### config.mk
export PLATFORM = sky130hd
export DESIGN_NAME = ifetch_stage
export DESIGN_NICKNAME = d
export VERILOG_FILES = /design/src/rtl/ifetch_stage.sv
export SDC_FILE = /design/constraint.sdc
export NUM_CORES = 1
export LEC_CHECK = 0
export ABC_AREA = 1
export BUFFER_PORTS_ARGS = -buffer_cell sky130_fd_sc_hd__clkbuf_2
export CAP_MARGIN = 20
export CORE_ASPECT_RATIO = 1.1
export CORE_MARGIN = 2
export CORE_UTILIZATION = 50
export CTS_CLUSTER_DIAMETER = 120
export DETAILED_ROUTE_END_ITERATION = 7
export GPL_TIMING_DRIVEN = 1
export HOLD_SLACK_MARGIN = 0.08
export PLACE_DENSITY = 0.73
export SKIP_CTS_REPAIR_TIMING = 1
export SYNTH_ARGS = -nofsm -noshare
export SYNTH_HDL_FRONTEND = slang
export SYNTH_SLANG_ARGS = --single-unit
### constraint.sdc
create_clock -name CLK -period 7.7 [get_ports CLK]
set_clock_uncertainty 0.05 [all_clocks]
set_input_delay 1.155 -clock CLK [delete_from_list [all_inputs] [get_ports CLK]]
set_output_delay 1.155 -clock CLK [all_outputs]
set_load 0.01 [all_outputs]
### src/rtl/ifetch_stage.sv
// Instruction fetch stage: one-outstanding imem requests into a small FIFO for decode.
// Optional define IFETCH_MISALIGN_CHECK_EN turns misaligned PCs into flagged NOP entries.
module ifetch_stage #(
  parameter int DEPTH = 2
) (
  input  logic        CLK,
  input  logic        RST,
  input  logic [31:0] pc_q,
  output logic        pc_adv,
  input  logic        flush,
  output logic        imem_req,
  output logic [31:0] imem_addr,
  input  logic        imem_gnt,
  input  logic        imem_rvalid,
  input  logic [31:0] imem_rdata,
  output logic        inst_valid,
  input  logic        inst_ready,
  output logic [31:0] inst_data,
  output logic [31:0] inst_pc,
  output logic        inst_misalign
);

  localparam int AW = (DEPTH > 1) ? $clog2(DEPTH) : 1;
  localparam int CW = AW + 1;
  localparam logic [CW-1:0] DEPTH_C = CW'(DEPTH);
  localparam logic [31:0] NOP = 32'h0000_0013;

  typedef enum logic [1:0] {
    S_REQ  = 2'd0,
    S_WAIT = 2'd1,
    S_DROP = 2'd2
  } state_e;

  state_e        state_q, state_d;
  logic [31:0]   req_pc_q, req_pc_d;
  logic [CW-1:0] count_q, count_d;
  logic [AW-1:0] wr_ptr_q, wr_ptr_d;
  logic [AW-1:0] rd_ptr_q, rd_ptr_d;

  logic [31:0]   fifo_data_q [DEPTH];
  logic [31:0]   fifo_pc_q   [DEPTH];

  logic          has_room;
  logic          misal;
  logic          push;
  logic          pop;
  logic [31:0]   push_pc;
  logic [31:0]   push_data;

`ifdef IFETCH_MISALIGN_CHECK_EN
  logic          fifo_mis_q [DEPTH];
  logic          push_mis;
  assign misal = (pc_q[1:0] != 2'b00);
`else
  assign misal = 1'b0;
`endif

  assign has_room  = (count_q < DEPTH_C);
  assign imem_addr = {pc_q[31:2], 2'b00};

  always_comb begin
    state_d   = state_q;
    req_pc_d  = req_pc_q;
    imem_req  = 1'b0;
    pc_adv    = 1'b0;
    push      = 1'b0;
    push_pc   = req_pc_q;
    push_data = imem_rdata;
`ifdef IFETCH_MISALIGN_CHECK_EN
    push_mis  = 1'b0;
`endif
    if (!RST) begin
      unique case (1'b1)
        (state_q == S_REQ): begin
          if (misal && has_room && !flush) begin
            // Misaligned PC: skip memory, hand decode a flagged NOP
            pc_adv    = 1'b1;
            push      = 1'b1;
            push_pc   = pc_q;
            push_data = NOP;
`ifdef IFETCH_MISALIGN_CHECK_EN
            push_mis  = 1'b1;
`endif
          end else begin
            imem_req = has_room && !flush;
            pc_adv   = imem_req && imem_gnt;
            if (pc_adv) begin
              req_pc_d = pc_q;
              state_d  = S_WAIT;
            end
          end
        end
        (state_q == S_WAIT): begin
          if (imem_rvalid) begin
            push    = !flush;
            state_d = S_REQ;
          end else if (flush) begin
            state_d = S_DROP;
          end
        end
        (state_q == S_DROP): begin
          if (imem_rvalid) begin
            state_d = S_REQ;
          end
        end
        default: state_d = S_REQ;
      endcase
    end
  end

  assign pop = inst_valid && inst_ready;

  always_comb begin
    count_d  = count_q;
    wr_ptr_d = wr_ptr_q;
    rd_ptr_d = rd_ptr_q;
    if (flush) begin
      count_d  = '0;
      wr_ptr_d = '0;
      rd_ptr_d = '0;
    end else begin
      count_d = count_q + {{AW{1'b0}}, push}
                        - {{AW{1'b0}}, pop};
      if (push) begin
        wr_ptr_d = wr_ptr_q + 1'b1;
      end
      if (pop) begin
        rd_ptr_d = rd_ptr_q + 1'b1;
      end
    end
  end

  always_ff @(posedge CLK) begin
    if (RST) begin
      state_q  <= S_REQ;
      req_pc_q <= '0;
      count_q  <= '0;
      wr_ptr_q <= '0;
      rd_ptr_q <= '0;
    end else begin
      state_q  <= state_d;
      req_pc_q <= req_pc_d;
      count_q  <= count_d;
      wr_ptr_q <= wr_ptr_d;
      rd_ptr_q <= rd_ptr_d;
    end
  end

  always_ff @(posedge CLK) begin
    if (!RST && !flush && push) begin
      fifo_data_q[wr_ptr_q] <= push_data;
      fifo_pc_q[wr_ptr_q]   <= push_pc;
`ifdef IFETCH_MISALIGN_CHECK_EN
      fifo_mis_q[wr_ptr_q]  <= push_mis;
`endif
    end
  end

  assign inst_valid = (count_q != '0);
  assign inst_data  = fifo_data_q[rd_ptr_q];
  assign inst_pc    = fifo_pc_q[rd_ptr_q];
`ifdef IFETCH_MISALIGN_CHECK_EN
  assign inst_misalign = fifo_mis_q[rd_ptr_q];
`else
  assign inst_misalign = 1'b0;
`endif

endmodule

==> metrics.log <==
INFO  metric final_common_cell = clkbuf_2
INFO  metric post_drt_via_cell_ratio = 5.14
INFO  metric drive_gt1_share = 47.2%
INFO  metric holdPathEnd = fifo_pc_q[0][9]$_DFFE_PP_
INFO  metric r2r_end = fifo_pc_q[1][29]$_DFFE_PP_
INFO  metric synth.distinct_cells = 23
INFO  metric synthSimpleGateAreaFrac = 6.81%
INFO  metric hpwlAfterDp = 7.80 mm
INFO  metric req_time_crit_path = 6.49 ns
INFO  metric ys_dominant_reg_cell = edfxtp_1
INFO  metric netlist_instances = around 430
INFO  metric detail_route.wirelength = roughly 12 mm
INFO  metric finalSetupViolCount = 0
INFO  metric synth_top_area_share = 59.3%
INFO  metric cts-root-to-sink-buffers = 2
INFO  metric synth_top_cell_by_area = edfxtp_1
INFO  metric cts.sinks = around 170
INFO  metric asyncSetResetFlopFracSynth = 0%
INFO  metric worst_slew_margin_rel = 40.5%
INFO  metric io_buffer_count = ~170
INFO  metric reg2regPathDepth = 5
INFO  metric fin_max_slew_vios = 0
INFO  metric combinational_family_with_the_most_area_after_synthesis = multiplexers
INFO  metric arrival_time_reported_for_the_critical_path_endpoint = 2.78 ns
INFO  metric tritoncts = done
INFO  metric timing.reg2reg.setup_slack = 5.60 ns
INFO  metric htree_num_levels = 4
INFO  metric timing_worst_slew_pin_value = between 0.8 and 0.9 ns
INFO  metric finish.instance_area = 0.00773 sq mm
INFO  metric detailedRoute.firstIterationViolations = slightly above 300
INFO  metric top_level_ports = 170
INFO  metric synth-compound-area-share = under 10%
INFO  metric fin_crit_sh = 51.8%
INFO  metric max_cap_viol_count = 0
INFO  metric worst_hold_startpoint = req_pc_q[9]$_SDFFE_PP0P_
INFO  metric post-place-ws = 3.72 ns
INFO  metric grt_pass1_vias = 3599
INFO  metric static-leakage-power = 2.84 nW
INFO  metric max_freq = 251 MHz
INFO  metric yosys.area_share.xor_xnor = 0.270%
INFO  metric die_h = 123 um
INFO  metric tritoncts.num_buffers = 17
INFO  metric drt_drc_violations_left = 0
INFO  metric layout_fillers = 976
INFO  metric worst_setup_path_start_kind = input pin
INFO  metric post-layout-total-power = 1.91 mW
INFO  metric post-route-worst-setup-slack = 3.71 ns
INFO  metric ys_ff_latch = 167
INFO  metric rows = 43
INFO  metric max-vdd-ir-drop = 0.180 mV
INFO  metric most-common-layout-cells = 166 x clkbuf_2, 128 x edfxtp_1, 64 x mux2_2
INFO  metric die_x = 113 um
INFO  metric vias = 3754
INFO  metric worst_hold_slack = 0.409 ns
INFO  metric coreArea = 0.0126 sq mm
INFO  metric grt_antenna_before_repair = 1
INFO  metric grt_setup_unrepaired = no
INFO  metric global_route.usage.total = 17.8%
INFO  metric min_path_cells = 0
INFO  metric initial_utilization = 51.3%
INFO  metric crit_fanout = 34
INFO  metric synth.cell_area = 0.00648 sq mm
INFO  metric pin_count_of_the_biggest_net_entering_global_routing = 65
INFO  metric routabilityCongestion = slightly above 0.8
INFO  metric criticalPathCategory = in2out
INFO  metric clk-insertion-delay-late = around 0.42 ns
INFO  metric timing_hold_violations_final = 0
INFO  metric synth_area_leaders = edfxtp_1 59%, dfxtp_1 12%, mux2_2 11%, buf_4 4.5%, nand4_1 3.2%
INFO  metric crit-reg2reg-launch = state_q[0]$_SDFFE_PP0P_
INFO  metric timing.critical_path.from = flush
INFO  metric syn2layout_area_growth = 19.3%
INFO  metric nNetsFinal = 633
INFO  metric synth.yosys.seq_area_share = 71.3%
INFO  metric synth.area.mux_share = 11.1%
INFO  metric hold_path.class = reg2reg
INFO  metric grt_first_pass_wirelength = 18.6 mm
INFO  metric totalNegativeSetupSlack = 0 ns
INFO  metric die-area = ~0.014 sq mm
INFO  metric final.min_clock_period = 3.99 ns
INFO  metric power.density = 247 mW/mm^2
INFO  metric synth.yosys.warnings = 0
INFO  metric path_clk_slew = 0.06 ns
INFO  metric synthesized_area_fraction_occupied_by_adder_cells = less than 1%
INFO  metric run_status = finished clean
INFO  metric globalRoute.totalOverflow = 0
INFO  metric placed_cell_areas = 0.00713 sq mm
INFO  metric wire_per_inst = 16.6 um
INFO  metric count_of_flip_flops_with_a_built_in_enable_after_synthesis = approximately 130
INFO  metric antenna_left = 0
INFO  metric first_pass_iters = 5
INFO  metric critPathCaptureType = primary output
INFO  metric clock_tree.root_cell = clkbuf_16
INFO  metric num_antenna_cells = 0
INFO  metric post_synth.cell_area_avg = 15.1 sq um
metrics by stage:
step                      std cells  util (%)
after global routing            731      61.2
after detailed placement        699      56.4
after floorplan                 430         -
after CTS                       731      61.2
final                           731      61.2
after global placement          699      56.4
power breakdown:
group          leakage [nW]  internal, mW  switching (mW)
logic                  1.13        0.0305          0.0475
clock network         0.293         0.511           0.338
registers              1.42         0.979         0.00731
how the worst max path moves through the flow:
stage,end,slack [ns],depth (start not counted)
3_5_place_dp,pc_adv,3.72,5
4_1_cts,pc_adv,3.71,5
5_1_grt,pc_adv,3.55,5
3_3_place_gp,pc_adv,3.81,5
6_report,pc_adv,3.71,5
2_1_floorplan,fifo_data_q[1][0]$_DFFE_PP_,2.85,4
registers in the layout, indices dropped and copies added (netlist names), named ones only:
signal and flops:
wr_ptr_q 1, state_q 2, rd_ptr_q 1, req_pc_q 32, fifo_data_q 64, fifo_pc_q 64, count_q 2
Yosys cell counts, types with 2 or more instances:
cell	count
dfxtp_1	39
mux2_2	64
nor2_4	2
o21ai_0	2
nand4_1	33
nand2_1	36
clkbuf_1	3
buf_4	39
edfxtp_1	128
inv_1	12
nor2_1	9
a21oi_1	34
ha_1	2
nand3_1	3
buf_2	9
buf_6	6
critical path: stages:
cell and delay [ns]:
clkbuf_2 0.12, nor2_4 0.60, nand3_4 0.50, nor2_1 0.22, clkbuf_2 0.16
area by class of cell:
| cell class | count | area (sq um) | area share (%) |
|---|---|---|---|
| clock buffer | 17 | 425 | 5.50 |
| tap | 157 | 196 | 2.54 |
| sequential | 167 | 4630 | 59.8 |
| multi-input combinational | 194 | 1410 | 18.3 |
| clock inverter | 15 | 176 | 2.28 |
| timing repair buffer | 169 | 853 | 11.0 |
| inverter | 12 | 45.0 | 0.582 |
logic make-up (layout without fill, tap and decap cells):
family	Yosys count	in the layout
other	1	3
buffers and inverters	69	213
flip-flops	167	167
multiplexers	64	64
AND/OR/NAND/NOR	86	86
AO/OA/AOI/OAI	37	37
adder cells (fa/ha/maj)	2	2
XOR/XNOR	2	2
per-layer routing:
metal | wire (um) | up-vias | GRT usage, %
met4 | 99 | 2 | 5.72
met3 | 795 | 11 | 5.93
li1 | - | 1822 | -
met1 | 5020 | 1776 | 22.1
met5 | 13 | - | 0
met2 | 6230 | 143 | 29.9
(Power assumes the default switching activity.)
